`config.mk`:
```
export PLATFORM = sky130hd
export DESIGN_NAME = fd_pipe_reg
export DESIGN_NICKNAME = d
export VERILOG_FILES = /design/src/rtl/cpu_pkg.sv /design/src/rtl/bj_detect.sv /design/src/rtl/fd_pipe_reg.sv
export SDC_FILE = /design/constraint.sdc
export NUM_CORES = 1
export LEC_CHECK = 0
export BUFFER_PORTS_ARGS = -buffer_cell sky130_fd_sc_hd__buf_2
export CAP_MARGIN = 20
export CORE_ASPECT_RATIO = 1.4
export CORE_MARGIN = 1
export CORE_UTILIZATION = 40
export DETAILED_ROUTE_END_ITERATION = 12
export PLACE_DENSITY = 0.78
export SYNTH_ARGS = -nofsm -noshare
export SYNTH_HDL_FRONTEND = slang
export SYNTH_SLANG_ARGS = --single-unit
```
`constraint.sdc`:
```
create_clock -name clk -period 2.6 [get_ports clk]
set_input_delay 0.26 -clock clk [delete_from_list [all_inputs] [get_ports clk]]
set_output_delay 0.26 -clock clk [all_outputs]
set_load 0.01 [all_outputs]
```
`src/rtl/cpu_pkg.sv`:
```
`default_nettype none
// ============================================================================
// Module      : cpu_pkg
// Description : Shared opcode/funct encodings, exception codes and memory-map
//               defaults for the 5-stage MIPS core.
// Revision    : 1.0 - initial release
// ============================================================================
package cpu_pkg;

    localparam logic [5:0] OP_SPECIAL = 6'b000000;
    localparam logic [5:0] OP_REGIMM  = 6'b000001;
    localparam logic [5:0] OP_J       = 6'b000010;
    localparam logic [5:0] OP_JAL     = 6'b000011;
    localparam logic [5:0] OP_BEQ     = 6'b000100;
    localparam logic [5:0] OP_BNE     = 6'b000101;
    localparam logic [5:0] OP_BLEZ    = 6'b000110;
    localparam logic [5:0] OP_BGTZ    = 6'b000111;

    localparam logic [5:0] FN_JR      = 6'b001000;
    localparam logic [5:0] FN_JALR    = 6'b001001;

    typedef logic [4:0] exc_code_t;
    localparam exc_code_t EXC_NONE    = 5'd0;
    localparam exc_code_t EXC_ADEL    = 5'd4;

    localparam logic [31:0] IM_BASE_DEFAULT = 32'h0000_3000;

endpackage : cpu_pkg
`default_nettype wire

```
`src/rtl/bj_detect.sv`:
```
`default_nettype none
// ============================================================================
// Module      : bj_detect
// Description : Combinational branch/jump classifier for a 32-bit instruction.
// Revision    : 1.0 - initial release
// ============================================================================
module bj_detect
    import cpu_pkg::*;
(
    input  logic [31:0] instr,
    output logic        is_bj
);

    logic [5:0] w_opcode;
    logic [5:0] w_funct;

    assign w_opcode = instr[31:26];
    assign w_funct  = instr[5:0];

    always_comb begin
        is_bj = 1'b0;
        case (w_opcode)
            OP_BEQ, OP_BNE, OP_BLEZ, OP_BGTZ, OP_REGIMM,
            OP_J, OP_JAL:  is_bj = 1'b1;
            OP_SPECIAL:    is_bj = (w_funct == FN_JR) || (w_funct == FN_JALR);
            default:       is_bj = 1'b0;
        endcase
    end

endmodule : bj_detect
`default_nettype wire

```
`src/rtl/fd_pipe_reg.sv`:
```
`default_nettype none
// ============================================================================
// Module      : fd_pipe_reg
// Description : Fetch-to-Decode pipeline register with stall/flush, delay-slot
//               tagging and fetch/stall counters. Define FD_ADDR_CHECK_EN to
//               enable AdEL detection on fetch addresses.
// Revision    : 1.0 - initial release
// ============================================================================
module fd_pipe_reg
    import cpu_pkg::*;
#(
    parameter logic [31:0] IM_BASE  = IM_BASE_DEFAULT,
    parameter int          IM_WORDS = 4096,
    parameter logic [31:0] RESET_PC = 32'h0000_0000
) (
    input  logic        clk,
    input  logic        reset,
    input  logic        stall,
    input  logic        flush,
    input  logic [31:0] F_pc,
    input  logic [31:0] F_instr,
    output logic [31:0] D_pc,
    output logic [31:0] D_instr,
    output logic        D_valid,
    output logic        D_bd,
    output logic [4:0]  D_exc_code,
    output logic [31:0] fetch_cnt,
    output logic [31:0] stall_cnt
);

    localparam logic [31:0] c_im_last = IM_BASE + 32'(4 * IM_WORDS) - 32'd4;

    logic [31:0] r_pc;
    logic [31:0] r_instr;
    logic        r_valid;
    logic        r_bd;
    exc_code_t   r_exc;
    logic [31:0] r_fetch_cnt;
    logic [31:0] r_stall_cnt;

    logic        w_cur_is_bj;
    logic        w_addr_bad;
    logic        w_adel;

    // Classifies the instruction currently held in D: the next one is its delay slot.
    bj_detect u_bj_detect (
        .instr (r_instr),
        .is_bj (w_cur_is_bj)
    );

    assign w_addr_bad = (F_pc[1:0] != 2'b00) || (F_pc < IM_BASE) || (F_pc > c_im_last);

`ifdef FD_ADDR_CHECK_EN
    assign w_adel = w_addr_bad;
`else
    logic w_unused_addr_bad;
    assign w_unused_addr_bad = w_addr_bad;
    assign w_adel            = 1'b0;
`endif

    always_ff @(posedge clk) begin
        if (reset) begin
            r_pc        <= RESET_PC;
            r_instr     <= 32'd0;
            r_valid     <= 1'b0;
            r_bd        <= 1'b0;
            r_exc       <= EXC_NONE;
            r_fetch_cnt <= 32'd0;
            r_stall_cnt <= 32'd0;
        end else if (flush) begin
            r_pc    <= RESET_PC;
            r_instr <= 32'd0;
            r_valid <= 1'b0;
            r_bd    <= 1'b0;
            r_exc   <= EXC_NONE;
        end else if (stall) begin
            r_stall_cnt <= r_stall_cnt + 32'd1;
        end else begin
            r_pc        <= F_pc;
            r_instr     <= w_adel ? 32'd0 : F_instr;
            r_valid     <= 1'b1;
            r_bd        <= r_valid & w_cur_is_bj;
            r_exc       <= w_adel ? EXC_ADEL : EXC_NONE;
            r_fetch_cnt <= r_fetch_cnt + 32'd1;
        end
    end

    assign D_pc       = r_pc;
    assign D_instr    = r_instr;
    assign D_valid    = r_valid;
    assign D_bd       = r_bd;
    assign D_exc_code = r_exc;
    assign fetch_cnt  = r_fetch_cnt;
    assign stall_cnt  = r_stall_cnt;

endmodule : fd_pipe_reg
`default_nettype wire

```
==> metrics, run 1 <==
slowest CP cell or4_4; setup violators final 0; final worst setup slack 0.347 ns; first-pass GRT wire length roughly 22000 um; later-pin clock latency in the skew report 0.41 ns; CP Capture Type flip-flop; CORE AREA ~0.013 mm^2; r2r endpoint fetch_cnt[31]; Sink Count 130; Req. time, crit path 2.90 ns; Power Density 665 mW/mm^2; # H-tree levels 4; n_diodes 0; Final TNS setup 0 ns; CTS tree yes; Netlist Area Pre-Place 0.00543 mm^2; Remaining DRCs 0; RSZ-0062 raised after global routing false; DR vias 4912; drt first pass iters 5; Setup CP Type reg -> reg; final net count 840; number of global-route vias before repair between 4000 and 5000; crit-path leading delay family simple AND/OR/NAND/NOR gates; FF-to-FF setup slack 0.35 ns; io pins slightly above 200; Fin. Hold Viols 0; R2R cell count 4; skew final 0.00596 ns; post-DP HPWL 9450 um; 1st-iter DRT viols roughly 160; Synth Instances 586; # resized after CTS 0; share of the synthesized area in the top cell type ~48%; Synth area leaders dfxtp_1, mux2i_1, nor2_1; Peak VDD IR 0.455 mV; die height 140 um; FILL cells 1237; initial cell density of the core between 40% and 50%; Max Slew Vio Count 0; die area 0.0141 mm^2; initial antenna violation count 0; largest stage delay on the critical path 0.67 ns; Hold Path Class in -> reg; DR WL/cell 14.0 um; synth warn 0; syn_area_per_cell 9.27 um^2; die width 100 um; min cycle time layout ~2.3 ns; Worst-Margin Slew ~1.1 ns; DR vias/cell 5.09; postcts setup bufs 0; CP bufs+invs 0; CTS Buf Count 17; grt total ovfl 0; Cell Chain, Critical Path or3b_4 -> or4_4 -> nor4_1 -> mux2_2; gpl congestion 0.782; antenna viol nets, final 0; site row count 50; final cell count without fillers 965; Reg clk slew, reported paths 0.06 ns; worst r2r src fetch_cnt[2]; WL final 13500 um; root buf cell clkbuf_16; status complete, no violations; Hold Path Cell Cnt 3; sequential area share after synthesis a little under half; largest net degree at the start of global routing 75; flop and latch count out of synthesis 130; dominant cell type by area after synthesis dfxtp_1; fin crit share 86.6%; P_leak 3.18 nW; MaxCap Viol Count 0; post-synth cell types 37; Port Buffers between 150 and 200; WP data arrival 2.56 ns; startpoint types flip-flop; Hold Path End D_instr[5]; post-layout util 53.3%; Max Freq between 400 and 500 MHz; area grow syn2layout 30.8%; Slew headroom 26.5%; Hold Buf Count CTS 0; Hold Startpoint F_instr[5]; Setup WS pre-CTS 0.328 ns; CTS max path bufs 2; GRT Total Usage roughly 20%; ratio of cells with drive above 1 in the final layout 31.8%; worst-path maximum fanout 21; placed cell count 933
routing by layer:
| metal | wire, um | vias up | part of all wire (%) | track usage [%] |
|---|---|---|---|---|
| li1 | - | 2451 | - | - |
| met1 | 5590 | 2273 | 41 | 22.7 |
| met2 | 6660 | 174 | 49 | 32.8 |
| met3 | 1020 | 14 | 7.5 | 6.08 |
| met4 | 208 | 0 | 1.5 | 8.77 |
| met5 | 0 | - | 0 | 0 |
through the flow:
step / total power, W / cell area [um^2] / hold WS, ns
global route: 0.00488 / 7100 / 0.0562
detailed placement: 0.00237 / 6510 / 0.468
global placement: 0.00236 / 6510 / 0.456
CTS: 0.00478 / 7100 / 0.0481
floorplan: 0.00226 / 5450 / 0.404
finish: 0.00473 / 7100 / 0.0714
worst min-delay path, cell delays in order:
cell and delay, ns:
buf_2 0.07, mux2i_1 0.05, nor2_1 0.07
how the worst max path moves through the flow:
stage,start,end,slack (ns),cells past startpoint
2_1_floorplan,fetch_cnt[2],fetch_cnt[31],0.40,5
6_report,fetch_cnt[2],fetch_cnt[31],0.35,4
4_1_cts,fetch_cnt[16],fetch_cnt[31],0.35,4
3_3_place_gp,flush,fetch_cnt[31],0.36,5
3_5_place_dp,flush,fetch_cnt[31],0.33,5
5_1_grt,fetch_cnt[16],fetch_cnt[31],0.17,4
where the power goes:
group | switching [W] | internal [W] | leakage [nW] | total (W)
sequential | 0.0000256 | 0.00203 | 1.05 | 0.00206
combinational | 0.000144 | 0.000125 | 1.85 | 0.000269
clock | 0.000966 | 0.00144 | 0.280 | 0.00240
total | 0.00114 | 0.00359 | 3.18 | 0.00473
cell usage in the layout, fill, tap and decap left out, drive strengths merged:
master | synthesis | routed
nand3b | 1 | 1
mux2 | 10 | 10
and2 | 1 | 1
and3 | 6 | 6
or2 | 3 | 3
or4 | 25 | 25
ha | 2 | 2
and4bb | 1 | 1
nand2 | 28 | 28
conb | 1 | 5
a21oi | 35 | 35
nand3 | 16 | 16
bufinv | 0 | 2
dfxtp | 130 | 130
o21ai | 12 | 12
nor3 | 3 | 3
or4b | 1 | 1
o31ai | 22 | 22
nor4 | 15 | 15
clkbuf | 21 | 17
buf | 18 | 200
mux2i | 65 | 65
clkinv | 0 | 1
xor2 | 12 | 12
or3b | 1 | 1
or3 | 10 | 10
inv | 7 | 15
and4 | 3 | 3
nand4b | 1 | 1
nor2b | 11 | 11
nand4 | 19 | 19
nor2 | 96 | 96
xnor2 | 8 | 8
and4b | 1 | 1
clkinvlp | 0 | 4
or4bb | 1 | 1
area by class of cell:
cell class	count	area [um^2]	share of cell area [%]
clock buffers	17	425	5.99
clock inverters	15	168	2.36
inverters	7	26.3	0.370
flip-flops and latches	130	2600	36.6
multi-input cells	414	2640	37.2
well taps	182	228	3.21
repair buffers	200	1010	14.2
kinds of logic after synthesis:
logic type	Yosys count	share of synthesized area [%]
AO/OA/AOI/OAI	69	7.37
XOR/XNOR	20	3.23
adder cells (fa/ha/maj)	2	0.461
buffers and inverters	46	3.66
flip-flops	130	47.9
multiplexers	75	14.1
other	1	0.0691
AND/OR/NAND/NOR	243	23.2
cell usage after synthesis:
| cell type | count |
|---|---|
| inv_1 | 7 |
| buf_6 | 1 |
| clkbuf_1 | 21 |
| nand3_1 | 15 |
| nand3_2 | 1 |
| buf_4 | 5 |
| nand2_1 | 28 |
| mux2i_1 | 65 |
| and2_1 | 1 |
| or3_1 | 10 |
| or4_4 | 1 |
| nand4b_1 | 1 |
| nor3_1 | 3 |
| nor2b_1 | 11 |
| nor2_1 | 96 |
| or4bb_1 | 1 |
| nor4_1 | 15 |
| and4bb_1 | 1 |
| or3b_4 | 1 |
| a21oi_1 | 35 |
| xnor2_1 | 8 |
| xor2_1 | 12 |
| ha_1 | 2 |
| mux2_2 | 10 |
| or4b_2 | 1 |
| dfxtp_1 | 130 |
| nand4_1 | 19 |
| conb_1 | 1 |
| or2_2 | 3 |
| and4b_1 | 1 |
| nand3b_1 | 1 |
| o31ai_1 | 22 |
| and3_1 | 6 |
| o21ai_0 | 12 |
| buf_1 | 12 |
| or4_1 | 24 |
| and4_1 | 3 |
state kept, by name, summed over array words and instances (netlist names):
signal	count
D_bd	1
D_instr	32
D_pc	32
D_valid	1
fetch_cnt	32
stall_cnt	32
(Power assumes the default switching activity.)
==> run 2, diff against run 1 <==
- CORE_UTILIZATION: 40 -> 45
- PLACE_DENSITY: 0.78 -> 0.85
==> metrics, run 2 (synthesis results as in run 1) <==
die area 0.0125 mm^2; CTS Buf Count 17; CP Capture Type flip-flop; initial cell density of the core 45.9%; post-DP HPWL a little under 10000 um; io pins 203; Cell Chain, Critical Path nand4_1 -> or4_1 -> nor4_1 -> mux2_2; fin crit share slightly below 90%; CORE AREA about 0.012 mm^2; root buf cell clkbuf_16; startpoint types flip-flop; Setup WS pre-CTS 0.307 ns; Sink Count 130; CP bufs+invs 0; FILL cells 1035; n_diodes 0; final net count 843; largest stage delay on the critical path 0.81 ns; Peak VDD IR approximately 0.4 mV; Port Buffers 197; P_leak 3.22 nW; CTS max path bufs 2; skew final 0.00483 ns; Post-DP Area 0.00650 mm^2; Reg clk slew, reported paths 0.06 ns; Req. time, crit path 2.90 ns; die height 132 um; ratio of cells with drive above 1 in the final layout 32.1%; site row count 47; Remaining DRCs 0; postcts setup bufs 0; MaxCap Viol Count 0; final instance area 0.00713 mm^2; Power Density 677 mW/mm^2; status complete, no violations; Fin. Hold Viols 0; crit-path leading delay family simple AND/OR/NAND/NOR gates; RSZ-0062 raised after global routing false; Max Freq 430 MHz; Hold Buf Count CTS 0; slowest CP cell or4_1; area grow syn2layout 31.2%; first-pass GRT wire length 22200 um; min cycle time layout ~2.3 ns; number of global-route vias before repair 4858; Setup CP Type reg -> reg; Final TNS setup 0 ns; drt first pass iters 4; GRT Total Usage 22.4%; initial antenna violation count 0; die width 94.8 um; Final Power 0.00483 W; CTS tree yes; DR vias 5048; worst-path maximum fanout 17; most common cell after layout, fill and taps aside buf_2; 1st-iter DRT viols about 160; antenna viol nets, final 0; gpl congestion around 0.8; Slew headroom 26.6%; setup violators final 0; DR vias/cell 5.41; Max Slew Vio Count 0; commonest cells after routing, fill and taps aside buf_2, dfxtp_1, nor2_1; Worst-Margin Slew ~1.1 ns; WL final 13900 um; hold_ws 0.0787 ns; WP data arrival between 2 and 3 ns; # resized after CTS 0; DR WL/cell roughly 15 um; final worst setup slack 0.275 ns; later-pin clock latency in the skew report 0.41 ns; Hold Path Class in -> reg; grt total ovfl 0; # H-tree levels 4; largest net degree at the start of global routing 75
## run 2: area by class of cell
type / instances / area (um^2) / share of cell area [%]
Clock buffer: 20 / 467 / 6.55
Tap cell: 147 / 184 / 2.58
Sequential cell: 130 / 2600 / 36.5
Timing Repair Buffer: 203 / 1050 / 14.7
Clock inverter: 12 / 156 / 2.19
Multi-Input combinational cell: 414 / 2640 / 37.1
Inverter: 7 / 26.3 / 0.369
## run 2: through the flow
stage | utilization, % | std cells
floorplan | - | 590
global placement | 55.0 | 901
detailed placement | 55.0 | 901
CTS | 60.3 | 933
global route | 60.3 | 933
finish | 60.3 | 933
## run 2: path summary, 6_finish.rpt
path	startpoint	depth (start not counted)	endpoint	slack [ns]
min	F_instr[22]	3	D_instr[22]	0.08
max reg2reg	fetch_cnt[9]	4	fetch_cnt[31]	0.28
max	fetch_cnt[9]	4	fetch_cnt[31]	0.28
min reg2reg	D_bd	2	D_bd	0.48
## run 2: per-layer routing
metal  track usage [%]  vias to the layer above  wire length [um]
li1                  -                     2457                 -
met2              38.3                      197              7030
met1              24.5                     2362              5460
met4              10.5                        0               369
met5                 0                        -                 0
met3              7.32                       32              1060
## run 2: worst register-to-register path: cells and delay by family, from the launching register on
kind / cells / cell delay [ns]
simple gates: 3 / 1.41
flops: 1 / 0.44
mux: 1 / 0.37
## run 2: power breakdown
part / switching, W / internal [W] / leakage (nW)
registers: 0.0000221 / 0.00203 / 1.05
clock network: 0.000908 / 0.00159 / 0.294
logic: 0.000150 / 0.000129 / 1.87
total: 0.00108 / 0.00375 / 3.22
==> run 3, diff against run 2 <==
- REMOVE_ABC_BUFFERS: default -> 1
==> metrics, run 3 (synthesis results as in run 1) <==
status complete, no violations; GRT Total Usage 20.9%; Final Power ~0.0048 W; RSZ-0062 raised after global routing false; P_leak 3.22 nW; r2r endpoint fetch_cnt[31]; Setup CP Type reg -> reg; Port Buffers 197; Hold Path Cell Cnt 3; setup violators final 0; post-DP HPWL 9210 um; most common cell after layout, fill and taps aside buf_2; later-pin clock latency in the skew report ~0.41 ns; worst-path maximum fanout 17; CTS max path bufs 2; DR vias 4961; placed cell count 903; Remaining DRCs 0; final worst setup slack between 0.3 and 0.4 ns; commonest cells after routing, fill and taps aside buf_2, dfxtp_1, nor2_1; Slew headroom between 20% and 30%; CP Capture Type flip-flop; Peak VDD IR about 0.43 mV; WL final 13200 um; CTS Buf Count 17; die area 0.0125 mm^2; final net count 845; first-pass GRT wire length 20800 um; n_diodes 0; die width between 90 and 100 um; Final TNS setup 0 ns; CTS tree yes; gpl congestion 0.745; grt total ovfl 0; initial antenna violation count 0; Power Density 669 mW/mm^2; postcts setup bufs 0; DR vias/cell around 5.3; antenna viol nets, final 0; Max Slew Vio Count 0; final cell count without fillers 935; DR WL/cell 14.1 um; Hold Path Class in -> reg; Worst-Margin Slew 1.07 ns; Hold Buf Count CTS 0; drt first pass iters 4; R2R cell count 4; Max Freq 436 MHz; Fin. Hold Viols 0; Hold Path End D_pc[17]; 1st-iter DRT viols 139; FF-to-FF setup slack 0.31 ns; CORE AREA 0.0118 mm^2; site row count 47; # H-tree levels 4; # resized after CTS 0; ratio of cells with drive above 1 in the final layout 32.1%; root buf cell clkbuf_16; Sink Count 130; area grow syn2layout 31.5%; skew final 0.0124 ns; io pins 203; fin crit share 88.2%; MaxCap Viol Count 0; Req. time, crit path 2.89 ns; Setup WS pre-CTS 0.334 ns; largest net degree at the start of global routing 75; Hold Startpoint F_pc[17]; min cycle time layout 2.29 ns; WP data arrival 2.59 ns; Reg clk slew, reported paths 0.06 ns; worst r2r src fetch_cnt[10]; initial cell density of the core 45.9%; die height roughly 130 um; startpoint types flip-flop; number of global-route vias before repair approximately 4600
[run 3: critical path, cell delays in order, from the launching register on]
cell and delay (ns):
dfxtp_1 0.42, nand4_1 0.21, or4_1 0.82, nor4_1 0.36, mux2_2 0.37
[run 3: routing by layer]
metal / GRT usage, % / wire [um] / vias up / share of wire [%]
met5: 0 / 0 / - / 0
met4: 5.64 / 132 / 0 / 1.0
met3: 6.98 / 905 / 9 / 6.9
met2: 35.3 / 6510 / 157 / 49
met1: 25.0 / 5600 / 2338 / 43
li1: - / - / 2457 / -
[run 3: power breakdown]
part / internal, W / switching, W / total (W) / leakage [nW]
clock: 0.00152 / 0.000923 / 0.00244 / 0.287
sequential: 0.00203 / 0.0000247 / 0.00205 / 1.05
combinational: 0.000130 / 0.000145 / 0.000275 / 1.88
total: 0.00368 / 0.00109 / 0.00477 / 3.22
[run 3: how the worst max path moves through the flow]
stage | start | endpoint | slack [ns] | cells past startpoint
after detailed placement | fetch_cnt[9] | fetch_cnt[31] | 0.33 | 4
after global placement | stall | fetch_cnt[31] | 0.36 | 5
final | fetch_cnt[10] | fetch_cnt[31] | 0.31 | 4
after floorplan | fetch_cnt[2] | fetch_cnt[31] | 0.42 | 4
after global routing | fetch_cnt[9] | fetch_cnt[31] | 0.17 | 4
after CTS | fetch_cnt[10] | fetch_cnt[31] | 0.33 | 4
[run 3: metrics by stage]
step	util [%]	hold WS, ns	cell area, um^2
after floorplan	-	0.329	5270
after global placement	55.2	0.446	6530
after detailed placement	55.2	0.455	6530
after CTS	60.4	0.0603	7140
after global routing	60.4	0.0641	7140
final	60.4	0.0788	7140
[run 3: cell type report]
class	count	area, um^2
clock buffers	18	429
fillers	1048	4680
flip-flops and latches	130	2600
repair buffers	205	1070
well taps	147	184
multi-input cells	414	2640
clock inverters	14	179
inverters	7	26.3
